==> config.mk <==
export PLATFORM = sky130hd
export DESIGN_NAME = traffic_light_monitor
export DESIGN_NICKNAME = d
export VERILOG_FILES = /design/src/rtl/traffic_light_monitor.sv
export SDC_FILE = /design/constraint.sdc
export NUM_CORES = 1
export LEC_CHECK = 0
export ABC_AREA = 0
export BUFFER_PORTS_ARGS = -buffer_cell sky130_fd_sc_hd__buf_2
export CAP_MARGIN = 20
export CORE_AREA = 2 2 72 74
export CTS_BUF_LIST = sky130_fd_sc_hd__clkbuf_4 sky130_fd_sc_hd__clkbuf_8 sky130_fd_sc_hd__clkbuf_16
export DETAILED_ROUTE_END_ITERATION = 16
export DIE_AREA = 0 0 74 76
export PLACE_DENSITY = 0.46
export SYNTH_ARGS = -nofsm -noshare
export SYNTH_HDL_FRONTEND = slang
export SYNTH_SLANG_ARGS = --single-unit
==> constraint.sdc <==
create_clock -name clk -period 2.6 [get_ports clk]
set_clock_uncertainty 0.05 [all_clocks]
set_input_delay 0.26 -clock clk [delete_from_list [all_inputs] [get_ports clk]]
set_output_delay 0.26 -clock clk [all_outputs]
set_load 0.02 [all_outputs]
==> src/rtl/traffic_light_monitor.sv <==
// Traffic light monitor: checks that the lamps cycle RED -> GREEN -> YELLOW with exact dwell times,
// then reports lock, completed periods and one-hot/sequence/duration errors.
module traffic_light_monitor #(
    parameter int unsigned RED_CYCLES    = 20,
    parameter int unsigned GREEN_CYCLES  = 15,
    parameter int unsigned YELLOW_CYCLES = 5
) (
    input  logic       clk,
    input  logic       rst,
    input  logic       red,
    input  logic       green,
    input  logic       yellow,
    output logic [1:0] phase,
    output logic       locked,
    output logic       cycle_done,
    output logic       err_onehot,
    output logic       err_seq,
    output logic       err_dur,
    output logic       err_sticky,
    output logic [7:0] err_count
);

    localparam int unsigned MAX_RG     = (RED_CYCLES > GREEN_CYCLES) ? RED_CYCLES : GREEN_CYCLES;
    localparam int unsigned MAX_CYCLES = (MAX_RG > YELLOW_CYCLES) ? MAX_RG : YELLOW_CYCLES;
    localparam int unsigned DW         = $clog2(MAX_CYCLES + 1);

    localparam logic [DW-1:0] N_RED    = DW'(RED_CYCLES);
    localparam logic [DW-1:0] N_GREEN  = DW'(GREEN_CYCLES);
    localparam logic [DW-1:0] N_YELLOW = DW'(YELLOW_CYCLES);
    localparam logic [DW-1:0] ONE      = DW'(1);

    localparam logic [1:0] SYNC   = 2'd0;
    localparam logic [1:0] RED    = 2'd1;
    localparam logic [1:0] GREEN  = 2'd2;
    localparam logic [1:0] YELLOW = 2'd3;

    localparam logic [2:0] L_RED    = 3'b100;
    localparam logic [2:0] L_GREEN  = 3'b010;
    localparam logic [2:0] L_YELLOW = 3'b001;

    logic [2:0]    lamps;
    logic [2:0]    prev_lamps;
    logic [DW-1:0] dwell;
    logic          valid;
    logic [2:0]    cur_lamp;
    logic [2:0]    succ_lamp;
    logic [1:0]    succ_phase;
    logic [DW-1:0] need;

    logic [1:0]    next_phase;
    logic [DW-1:0] next_dwell;
    logic          next_locked;
    logic          cd_d;
    logic          eo_d;
    logic          es_d;
    logic          ed_d;
    logic          err_any;

    assign lamps = {red, green, yellow};
    assign valid = $onehot(lamps);

    always_comb begin
        cur_lamp   = '0;
        succ_lamp  = '0;
        succ_phase = SYNC;
        need       = '0;
        case (phase)
            RED: begin
                cur_lamp   = L_RED;
                succ_lamp  = L_GREEN;
                succ_phase = GREEN;
                need       = N_RED;
            end
            GREEN: begin
                cur_lamp   = L_GREEN;
                succ_lamp  = L_YELLOW;
                succ_phase = YELLOW;
                need       = N_GREEN;
            end
            YELLOW: begin
                cur_lamp   = L_YELLOW;
                succ_lamp  = L_RED;
                succ_phase = RED;
                need       = N_YELLOW;
            end
            default: ;
        endcase
    end

    // Error checks are ordered so at most one error pulse fires per edge (onehot > seq > dur).
    always_comb begin
        next_phase  = phase;
        next_dwell  = dwell;
        next_locked = locked;
        cd_d        = 1'b0;
        eo_d        = 1'b0;
        es_d        = 1'b0;
        ed_d        = 1'b0;
        if (!valid) begin
            eo_d       = 1'b1;
            next_phase = SYNC;
            next_dwell = '0;
        end else if (phase == SYNC) begin
            if (lamps == L_RED && prev_lamps != L_RED) begin
                next_phase = RED;
                next_dwell = ONE;
            end
        end else if (lamps == cur_lamp) begin
            if (dwell < need) begin
                next_dwell = dwell + ONE;
            end else begin
                ed_d       = 1'b1;
                next_phase = SYNC;
                next_dwell = '0;
            end
        end else if (lamps == succ_lamp) begin
            if (dwell == need) begin
                next_phase = succ_phase;
                next_dwell = ONE;
                if (phase == YELLOW) begin
                    cd_d        = 1'b1;
                    next_locked = 1'b1;
                end
            end else begin
                ed_d       = 1'b1;
                next_phase = SYNC;
                next_dwell = '0;
            end
        end else begin
            es_d       = 1'b1;
            next_phase = SYNC;
            next_dwell = '0;
        end
        err_any = eo_d | es_d | ed_d;
        if (err_any || next_phase == SYNC) begin
            next_locked = 1'b0;
        end
    end

    always_ff @(posedge clk or posedge rst) begin
        if (rst) begin
            phase      <= SYNC;
            dwell      <= '0;
            prev_lamps <= '0;
            locked     <= 1'b0;
            cycle_done <= 1'b0;
            err_onehot <= 1'b0;
            err_seq    <= 1'b0;
            err_dur    <= 1'b0;
            err_sticky <= 1'b0;
            err_count  <= '0;
        end else begin
            phase      <= next_phase;
            dwell      <= next_dwell;
            prev_lamps <= lamps;
            locked     <= next_locked;
            cycle_done <= cd_d;
            err_onehot <= eo_d;
            err_seq    <= es_d;
            err_dur    <= ed_d;
            if (err_any) begin
                err_sticky <= 1'b1;
                if (err_count != 8'hFF) begin
                    err_count <= err_count + 8'd1;
                end
            end
        end
    end

endmodule

# [Yosys cells after proc, flatten, opt, wreduce, memory -nomap -nowiden]
# Index checks and enable logic that the tools add are counted.
[classes] n_lt_le_gt_ge=1 n_eq_ne=13 n_reduce_logical=10 muxes=42 n_bitwise=2 n_addsub=4
[ops] cell="2-to-1 mux 5 bit" count=6
[ops] cell="2-to-1 mux 1 bit" count=25
[ops] cell="one-hot mux 3 bit (3 select lines)" count=2
[ops] cell="one-hot mux 5 bit (3 select lines)" count=1
[ops] cell="2-to-1 mux 2 bit" count=7
[ops] cell="adder 8 x 1 -> 8 bit, second input constant" count=1
[ops] cell="inequality test 8 bit, second input constant" count=1
[ops] cell="nonzero test 2 bit" count=4
[ops] cell="== test 3 bit" count=2
[ops] cell="one-hot mux 2 bit (3 select lines)" count=1
[ops] cell="AND reduction 6 bit" count=1
[ops] cell="adder 5 x 1 -> 5 bit, second input constant" count=1
[ops] cell="== test 5 bit" count=1
[ops] cell="< comparator 5 bit" count=1
[ops] cell="== test 2 x 1 -> 1 bit, second input constant" count=2
[ops] cell="== test 2 bit, second input constant" count=2
[ops] cell="zero test 2 bit" count=2
[ops] cell="inequality test 2 x 1 -> 1 bit, second input constant" count=2
[ops] cell="== test 3 bit, second input constant" count=1
[ops] cell="inequality test 3 x 2 -> 1 bit, second input constant" count=1
[ops] cell="inequality test 3 bit, second input constant" count=1
[ops] cell="adder 1 x 1 -> 2 bit" count=1
[ops] cell="adder 2 x 1 -> 2 bit" count=1
[ops] cell="OR 1 bit" count=2
[ops] cell="other kinds (3)" count=3
[totals] out_inout_bits=16 ff_bits=24 word_cells=82

# [Longest topological paths before layout]
# Gate-level depths: netlist of run 1.
[depth] ltp_word=12 mapped_depth=11 mapped_depth_nobuf=11

# [Least setup slack after synthesis of run 1]
# OpenSTA, ideal clock, no wires.
[synth_path] path_type="register -> register" from="reg phase[0]" to="reg err_count[1]" required_ns=2.425 synth_period_minus_slack_ns=2.575 arrival_ns=2.400 path_buffers=0 path_stages_with_launch=10 path_slack_ns=0.025 cell_sequence="dfrtp_1 > inv_1 > ha_1 > inv_1 > ha_1 > nand4_1 > o221ai_1 > o41ai_2 > a211oi_4 > mux2_4"
[synth_via] elab_chain_cells=10
[synth_rtl] element="start: declaration" line="13" text="output logic [1:0] phase,"
[synth_rtl] element="start signal: assignment" line="153" text="phase <= next_phase;"
[synth_rtl] element="parallel branches: the longest is 8 deep, another holds < comparator 5 bit"
[synth_rtl] element="OR 1 bit *" line="134" text="err_any = eo_d | es_d | ed_d;"
[synth_rtl] element="AND reduction 2 bit (no source line) *"
[synth_rtl] element="end signal: assignment" line="164" text="err_count <= err_count + 8'd1;"
[synth_rtl] element="end: declaration" line="20" text="output logic [7:0] err_count"
# Every way passes the cells marked *.
# A chain may end at the register's enable or synchronous reset.

# [Worst setup path after layout of run 1]
# Same ends and word-level chain as after synthesis.

==> summary.txt, run 1 <==
FF+latch count, synth: 24
Post-synth top cells: 24 x dfrtp_1, 13 x inv_1, 12 x a21oi_1
Hold WC Path Type: in -> async
main combinational cell family by area after synthesis: simple AND/OR/NAND/NOR gates
GRT overflow: 0
post-synthesis adder-cell area fraction: 11.33%
Data arrival, critical path: 2.59 ns
Cell Area, Placed: 1639 um^2
Port Buffer Count: 20
vias in the first global route: 1,146
Synth Area in Simple Gates: 16.64%
EDFF count, synth: 0
hold buffer count at cts: 0
Filler Cells Inserted: 479
Setup Viol. Count Final: 0
fin crit period: 2.479 ns
syn avg cell area: 10.70 um^2
Worst setup EP type: register
drt pass-1 iters: 4
root buffer cell: clkbuf_8
worst path required time: 2.71 ns
ys flop type: dfrtp_1
routed via count: 1,097
Place WS: -0.05175 ns
Core Region: 4912 um^2
first-pass GRT wire length: 5471 um
Synth Area in Compound Gates: 12.68%
diodes inserted: 0
failing checks: hold timing
Yosys top cell by area: dfrtp_1
largest net degree at the start of global routing: 25
final RePlAce weighted congestion: 0.8757
Netlist Area Pre-Place: 1391 um^2
Worst Setup Start Kind: register
Tot Pwr: 1.161 mW
Max Root-Sink Buffers: 2
die area: 5624 um^2
post-synth net total: 147
xor and xnor fraction of the mapped netlist area: 11.06%
Synth top area share: 43.17%
clock slew at reported path FFs: 0.09 ns
RSZ-0062 raised after global routing: no
antenna violations before repair: 0
all-layer global routing usage: 12.63%
multiplexer share of the synthesized area: 1.079%
die height: 76 um
top post-synthesis cells by area: dfrtp_1 43%, ha_1 9.9%, xnor2_1 5.0%
WL/cell: 13.83 um
Ys Warns: 0
post-synthesis sequential area ratio: 43.17%
# IOs: 21
setup slack after layout: 0.1209 ns
drt total wl: 3332 um
max-slew violations: 0
final core utilization: 37.82%
P&R area growth vs syn: 33.54%
headroom to the max-slew limit: 63.77%
WS Path Type: reg -> reg
Design Area, Final: 1858 um^2
Max-Cap Viols: 0
post-DP HPWL: 2414 um
outcome: complete, but fails checks
chip width: 74 um
Leakage: 0.8478 nW
Initial DRC Count: 43
power density cells: 624.7 nW/um^2
worst skew pair latency: 0.27 ns
post-synthesis cell type count: 33
# H-tree levels: 1
Starting Density: 28.32%
TritonCTS clock tree: yes
ys async rst share: 100.0%
nets: 189
vias per cell: 4.552
Clock Sinks: 24
register area: 603.1 um^2
Fin Hold WS: -0.03370 ns
Remaining DRCs: 0
most common cell in the netlist: dfrtp_1
Rows: 26
Worst Path Max Fanout: 7
area of the multi-input gates: 813.3 um^2
Tcrit/Tclk final: 95.35%
Final Hold Vio Count: 12
fmax: 403.4 MHz
Max VDD drop: 0.4134 mV
share of layout cells above drive strength 1: 38.60%
worst slew pin tran: 0.5428 ns
Synth Instances: 130
CTS Buf Count: 3
remaining antenna violation count: 0
state kept, by name (all words and copies together) (netlist names):
signal and flops:
dwell 5, err_sticky 1, cycle_done 1, locked 1
err_dur 1, err_seq 1, prev_lamps 3, err_count 8
err_onehot 1, phase 2
per-stage QoR:
stage / TNS [ns] / hold WS, ns / cells
after floorplan: 0 / 0.2246 / 130
after global placement: 0 / 0.3947 / 227
after detailed placement: -0.1598 / 0.3976 / 227
after CTS: 0 / 0.1268 / 237
after global routing: 0 / 0.01673 / 241
final: 0 / -0.03370 / 241
worst paths after layout:
check	startpoint	to	slack (ns)	depth (start not counted)
max in group asynchronous	rst	phase[0]	2.05	3
hold reg to reg	err_sticky	err_sticky	0.41	1
hold / removal	rst	dwell[0]	-0.03	2
setup / recovery	phase[0]	err_count[1]	0.12	10
min in group clk	red	prev_lamps[2]	0.13	1
setup reg to reg	phase[0]	err_count[1]	0.12	10
cell families (layout without fill, tap and decap cells):
group,after synthesis,count (layout)
flip-flops,24,24
multiplexers,1,1
XOR/XNOR,15,15
adder cells (fa/ha/maj),12,12
AND/OR/NAND/NOR,38,38
buffers and inverters,15,56
AO/OA/AOI/OAI,25,25
timing repair:
item | 4_1_cts | 5_1_grt
buffers inserted | 6 | 3
endpoints found under the setup margin | 9 | 10
pin swaps | 2 | 3
resized for setup | 4 | 12
critical path, stage by stage, from the launching register on:
cell and delay, ns:
dfrtp_2 0.40, buf_4 0.13, ha_1 0.16, inv_1 0.07
ha_4 0.27, nand4_1 0.17, or2_4 0.33, nor4_4 0.24
a211oi_4 0.07, buf_4 0.17, mux2_4 0.29
final cells by class:
cell class              count  area share (%)
well taps                  70           4.714
multi-input cells          91           43.77
clock buffers               4           2.963
flip-flops and latches     24           32.46
repair buffers             39           13.47
inverters                  13           2.626
power breakdown:
| part | total (mW) | internal, mW | switching, mW |
|---|---|---|---|
| combinational | 0.394 | 0.172 | 0.222 |
| sequential | 0.508 | 0.438 | 0.0695 |
| clock | 0.259 | 0.135 | 0.124 |
| total | 1.16 | 0.746 | 0.415 |
placed cells by master, fill, tap and decap left out, types with 2 or more instances in the layout:
cell type | synthesis | final
a21oi_1 | 12 | 10
a21oi_2 | 0 | 2
a31oi_1 | 2 | 2
and3_1 | 5 | 5
buf_2 | 0 | 20
buf_4 | 0 | 18
clkbuf_8 | 0 | 4
dfrtp_1 | 24 | 22
dfrtp_2 | 0 | 2
ha_1 | 11 | 7
ha_4 | 0 | 3
inv_1 | 13 | 10
inv_2 | 0 | 3
nand2_1 | 5 | 5
nand3_1 | 3 | 3
nand4_1 | 4 | 4
nor2_1 | 9 | 9
nor2b_1 | 2 | 2
nor3_1 | 2 | 2
nor4_1 | 2 | 2
o2111ai_1 | 2 | 2
o21ai_0 | 3 | 3
xnor2_1 | 8 | 8
xor2_1 | 4 | 4
xor2_2 | 3 | 3
layer usage:
layer	share of wire, %	vias up	global-route usage [%]
met5	0	-	0
met4	1.8	0	4.545
met3	4.0	6	2.116
met2	49	27	20.45
met1	45	529	16.75
li1	-	535	-
(Power assumes the default switching activity.)
==> run 2, diff against run 1 <==
==> config.mk (replaced) <==
export PLATFORM = sky130hd
export DESIGN_NAME = traffic_light_monitor
export DESIGN_NICKNAME = d
export VERILOG_FILES = /design/src/rtl/traffic_light_monitor.sv
export SDC_FILE = /design/constraint.sdc
export NUM_CORES = 1
export LEC_CHECK = 0
export ABC_AREA = 1
export CAP_MARGIN = 20
export CORE_AREA = 10 10 82 84
export CTS_BUF_LIST = sky130_fd_sc_hd__clkbuf_4 sky130_fd_sc_hd__clkbuf_8 sky130_fd_sc_hd__clkbuf_16
export DETAILED_ROUTE_END_ITERATION = 16
export DIE_AREA = 0 0 92 94
export DONT_BUFFER_PORTS = 1
export PLACE_DENSITY = 0.42
export SYNTH_ARGS = -nofsm -noshare
export SYNTH_HDL_FRONTEND = slang
export SYNTH_SLANG_ARGS = --single-unit
==> run 2 against run 1 <==
Via count increased by 10%. Setup slack better by 0.13 ns. Sequential cell count stayed put. Combinational power down 44%. Hold slack improved by 0.061 ns. The run now ends clean. Final area is 10% lower. Fmax rose by 5.4%.
==> summary.txt, run 2 <==
die area: 8648 um^2
max-slew violations: 0
post-DP HPWL: 2870 um
CTS Buf Count: 3
ys flop type: dfrtp_1
Tcrit/Tclk final: 90.50%
remaining antenna violation count: 0
P&R area growth vs syn: 11.89%
Port Buffer Count: 0
Initial DRC Count: 50
Critical path origin: phase[0]
chip width: 92 um
RSZ-0062 raised after global routing: no
worst slew pin tran: 0.9058 ns
share of layout cells above drive strength 1: 9.645%
antenna violations before repair: 0
Crit-path slowest cell: dfrtp_1
Synth top area share: 40.20%
fin crit period: 2.353 ns
most common cell in the netlist: nand2_1
Place WS: 0.1875 ns
xor and xnor fraction of the mapped netlist area: 5.276%
EDFF count, synth: 0
Post-Layout Cell Count: 267
# IOs: 21
Starting Density: 29.44%
worst skew pair latency: 0.26 ns
Worst setup EP type: register
CP most frequent cell: nand2_1
Clock Sinks: 24
Filler Cells Inserted: 573
largest registers: err_count (8), dwell (5), prev_lamps (3)
post-synth net total: 206
diodes inserted: 0
Largest register FFs: 8
Leakage: 0.8375 nW
Core Region: 5075 um^2
drt total wl: 3460 um
Data arrival, critical path: 2.46 ns
FF+latch count, synth: 24
first-pass GRT wire length: 6030 um
main combinational cell family by area after synthesis: simple AND/OR/NAND/NOR gates
CP peak stage delay: 0.42 ns
critical-path cell list: buf_4 > ha_1 > inv_1 > ha_1 > nand2_1 > inv_1 > nand2_1 > nand2_1 > nor2_1 > nand2_2 > nand2_2 > nand2_4 > or2_1
Hold WC Path Type: in -> async
Setup Viol. Count Final: 0
Max-Cap Viols: 0
met3 Usage GRT: 2.958%
Yosys top cell by area: dfrtp_1
# H-tree levels: 1
Inst Count DP: 261
post-synthesis sequential area ratio: 40.20%
Fin Hold WS: 0.02778 ns
FF-to-FF Start: phase[0]
commonest non-fill, non-tap cells in the layout: 51 x nand2_1, 27 x inv_1, 23 x dfrtp_1
Max VDD drop: 0.2333 mV
die height: 94 um
power density cells: 590.8 nW/um^2
multiplexer share of the synthesized area: 0%
outcome: finished clean
GRT Max-Usage Layer: met2
Post-synth top cells: 51 x nand2_1, 27 x inv_1, 24 x dfrtp_1
setup slack after layout: 0.2471 ns
Synth Instances: 189
top post-synthesis cells by area: dfrtp_1 40%, nand2_1 13%, ha_1 9.2%
Ys Warns: 0
Worst Setup Start Kind: register
all-layer global routing usage: 8.634%
post-synthesis adder-cell area fraction: 10.55%
Max Root-Sink Buffers: 2
fmax: 425.0 MHz
Final Hold Vio Count: 0
nets: 216
ys async rst share: 100.0%
WS Path Type: reg -> reg
vias per cell: 4.536
grt met2 use: 14.29%
Rows: 26
GRT overflow: 0
largest net degree at the start of global routing: 25
TritonCTS clock tree: yes
drt pass-1 iters: 4
Remaining DRCs: 0
vias in the first global route: 1,246
Synth Area in Compound Gates: 4.858%
root buffer cell: clkbuf_8
Netlist Area Pre-Place: 1494 um^2
post-synthesis cell type count: 28
syn avg cell area: 7.904 um^2
commonest non-fill, non-tap cell in the layout: nand2_1
headroom to the max-slew limit: 39.55%
final RePlAce weighted congestion: 0.8322
Worst Path Max Fanout: 10
WL/cell: 12.96 um
clock slew at reported path FFs: 0.08 ns
worst path required time: 2.70 ns
setup TNS: 0 ns
routed via count: 1,211
routing usage on met1: 10.14%
Synth Area in Simple Gates: 31.49%
Top reg by flops: err_count
==> run 2: cell count changes after synthesis, sizes merged, moves of 3 or more <==
cell / previous run / this run
nand2: 5 / 56
and3: 5 / 1
inv: 13 / 29
nor2: 9 / 12
nor4: 4 / 0
nand3: 3 / 23
xnor2: 8 / 3
a21oi: 12 / 4
==> run 2: worst paths after layout <==
kind / end / slack, ns / cells past startpoint
max: err_sticky / 0.25 / 13
min: err_count[0] / 0.03 / 1
max reg2reg: err_sticky / 0.25 / 13
min reg2reg: dwell[4] / 0.52 / 2
max in group asynchronous: phase[1] / 1.86 / 1
min in group clk: dwell[4] / 0.28 / 3
==> run 2: kinds of logic after synthesis <==
logic type,count (synthesis)
DFF,24
xor gates and xnor gates,9
adders and majority gates,12
buffers and inverters,30
AOI/OAI and AO/OA,12
and+or+nand+nor,102
==> run 2: stage by stage <==
step | util (%) | power, mW | cell area (um^2)
global route | 32.94 | 1.072 | 1672
CTS | 32.86 | 1.009 | 1668
global placement | 31.46 | 0.7813 | 1597
detailed placement | 31.46 | 0.7779 | 1597
floorplan | - | 0.7142 | 1494
finish | 32.94 | 0.9875 | 1672
==> run 2: metal layers <==
metal	vias up	routed length, um
met5	-	0
met4	0	50
met3	4	266
met2	30	1594
met1	556	1549
li1	621	-
==> run 2: repair_timing <==
action	in CTS	in global routing
setup buffers	0	0
endpoints found under the setup margin	0	10
gates resized for setup	0	2
hold buffers	3	0
endpoints found under the hold margin	3	0
==> run 2: critical path, delay by kind of cell, from the launching register on <==
| family | cells | cell delay, ns |
|---|---|---|
| AND/OR/NAND/NOR | 8 | 0.93 |
| adder cells (fa/ha/maj) | 2 | 0.48 |
| flip-flops | 1 | 0.42 |
| buffers and inverters | 3 | 0.35 |
==> run 2: area by class of cell <==
cell class | count | area [um^2] | share of cell area (%)
repair buffers | 5 | 45.04 | 2.695
flip-flops and latches | 24 | 601.8 | 36.00
clock buffers | 3 | 41.29 | 2.470
multi-input cells | 135 | 782.0 | 46.78
well taps | 70 | 87.58 | 5.240
inverters | 30 | 113.9 | 6.811
==> run 2: report_power, final <==
group	total, mW	switching (mW)	internal, mW
combinational	0.220	0.131	0.0889
sequential	0.549	0.126	0.423
clock	0.219	0.115	0.104
==> run 3, diff against run 2 <==
==> config.mk (replaced) <==
export PLATFORM = sky130hd
export DESIGN_NAME = traffic_light_monitor
export DESIGN_NICKNAME = d
export VERILOG_FILES = /design/src/rtl/traffic_light_monitor.sv
export SDC_FILE = /design/constraint.sdc
export NUM_CORES = 1
export LEC_CHECK = 0
export BUFFER_PORTS_ARGS = -buffer_cell sky130_fd_sc_hd__buf_2
export CAP_MARGIN = 20
export CORE_AREA = 10 10 64 66
export CTS_BUF_LIST = sky130_fd_sc_hd__clkbuf_4 sky130_fd_sc_hd__clkbuf_8 sky130_fd_sc_hd__clkbuf_16
export DETAILED_ROUTE_END_ITERATION = 16
export DIE_AREA = 0 0 74 76
export PLACE_DENSITY = 0.71
export SYNTH_ARGS = -nofsm -noshare
export SYNTH_HDL_FRONTEND = slang
export SYNTH_SLANG_ARGS = --single-unit
==> run 3 against run 2 <==
Global-route usage up 3.0 points. Largest power group unchanged. Sequential cell count unchanged. Register-to-register slack worse by 0.15 ns. Critical path depth fell by 2. Final cell count is 25% lower. Sequential power decreased by 8.0%. Clock-buffer cell count increased by 1. Core utilization rose by 26 points. Via count decreased by 9.1%. Highest routed layer unchanged.
==> summary.txt, run 3 (same netlist as run 1, synthesis figures left out) <==
outcome: finished clean
root buffer cell: clkbuf_4
Hold WC Path Type: in -> reg
worst path required time: 2.83 ns
commonest non-fill, non-tap cells in the layout: 22 x dfrtp_1, 20 x buf_2, 14 x buf_4
M1 WL: 1338 um
nets: 184
Seq pwr share: 45.9%
post-DP HPWL: 2270 um
met2 routed WL: 1614 um
Filler Cells Inserted: 248
largest registers: err_count (8), dwell (5), prev_lamps (3)
met3 routed WL: 149 um
TritonCTS clock tree: yes
WS Path Type: reg -> reg
setup TNS: 0 ns
Setup Viol. Count Final: 0
final core utilization: 59.27%
power density cells: 634.3 nW/um^2
Rows: 20
Max VDD drop: 0.5489 mV
Initial DRC Count: 46
fmax: 400.0 MHz
# H-tree levels: 1
antenna violations before repair: 0
die area: 5624 um^2
share of layout cells above drive strength 1: 34.34%
drt total wl: 3215 um
chip width: 74 um
vias per cell: 5.533
vias in the first global route: 1,180
Remaining DRCs: 0
Top reg by flops: err_count
Data arrival, critical path: 2.73 ns
worst slew pin tran: 0.9206 ns
Design Area, Final: 1735 um^2
worst skew pair latency: 0.33 ns
final RePlAce weighted congestion: 0.9138
Worst Setup Start Kind: register
Port Buffer Count: 20
critical-path cell list: buf_4 > ha_1 > inv_1 > ha_4 > a21oi_1 > o221ai_4 > o41ai_4 > buf_4 > a22oi_1 > nor3_2 > o21a_1
CP most frequent cell: buf_4
Int Power: 689.4 uW
drt pass-1 iters: 4
Max Root-Sink Buffers: 2
routed via count: 1,101
Post-Layout Cell Count: 199
GRT overflow: 0
switching pwr: 411.5 uW
RSZ-0062 raised after global routing: yes
first-pass GRT wire length: 5257 um
Crit-path slowest cell: dfrtp_2
Cell Area, Placed: 1578 um^2
fin crit period: 2.500 ns
hold buffer count at cts: 0
clock slew at reported path FFs: 0.13 ns
WL/cell: 16.16 um
Clock Sinks: 24
CTS Buf Count: 3
headroom to the max-slew limit: 38.56%
Inst Count DP: 188
commonest non-fill, non-tap cell in the layout: dfrtp_1
remaining antenna violation count: 0
Largest register FFs: 8
diodes inserted: 0
Sw Ratio: 37.38%
Tcrit/Tclk final: 96.15%
Place WS: -0.01556 ns
Clock Power Share: 18.6%
Starting Density: 47.52%
setup slack after layout: 0.09997 ns
P&R area growth vs syn: 24.73%
Worst Path Max Fanout: 4
die height: 76 um
Max-Cap Viols: 0
max-slew violations: 0
Core Region: 2928 um^2
CP peak stage delay: 0.43 ns
# IOs: 21
Leakage: 0.8087 nW
largest net degree at the start of global routing: 25
Worst setup EP type: register
Tot Pwr: 1.101 mW
delay-heaviest family, CP: compound AO/OA/AOI/OAI gates
Fin Hold WS: 0.05326 ns
all-layer global routing usage: 11.61%
Gate power share: 35.5%
top sig layer: met4
WP buf/inv: 3
Final Hold Vio Count: 0
run 3: layout make-up:
| class | instances | area, um^2 | area share [%] |
|---|---|---|---|
| inverter | 13 | 48.80 | 2.812 |
| clock buffer | 4 | 36.28 | 2.091 |
| sequential | 24 | 603.1 | 34.75 |
| tap | 33 | 41.29 | 2.379 |
| timing repair buffer | 34 | 205.2 | 11.82 |
| multi-input combinational | 91 | 800.8 | 46.14 |
run 3: path summary, 6_finish.rpt:
path,startpoint,endpoint,slack [ns],cells past startpoint
worst max-delay path,phase[0],locked,0.1,11
worst min-delay path,red,prev_lamps[2],0.05,1
worst max register to register,phase[0],locked,0.1,11
worst min register to register,err_sticky,err_sticky,0.42,1
max in group asynchronous,rst,phase[0],1.83,2
min in group asynchronous,rst,err_count[0],0.06,2
run 3: routing by layer:
metal | track usage [%] | up-vias
met4 | 7.276 | 0
met1 | 12.69 | 537
met2 | 19.11 | 31
met3 | 2.865 | 11
met5 | 0 | -
li1 | - | 522
run 3: timing repair:
action	4_1_cts	5_1_grt
buffers inserted	3	5
gates resized for setup	3	8
pin swaps	2	6
gates cloned	0	0
setup endpoints to repair	5	11
run 3: power by group through the flow:
stage          Sequential [mW]  Combinational (mW)  Clock [mW]
6_report                 0.505               0.391       0.205
5_1_grt                  0.516               0.430       0.228
4_1_cts                  0.507               0.384       0.209
3_5_place_dp             0.513               0.370           0
3_3_place_gp             0.509               0.365           0
2_1_floorplan            0.577               0.181           0
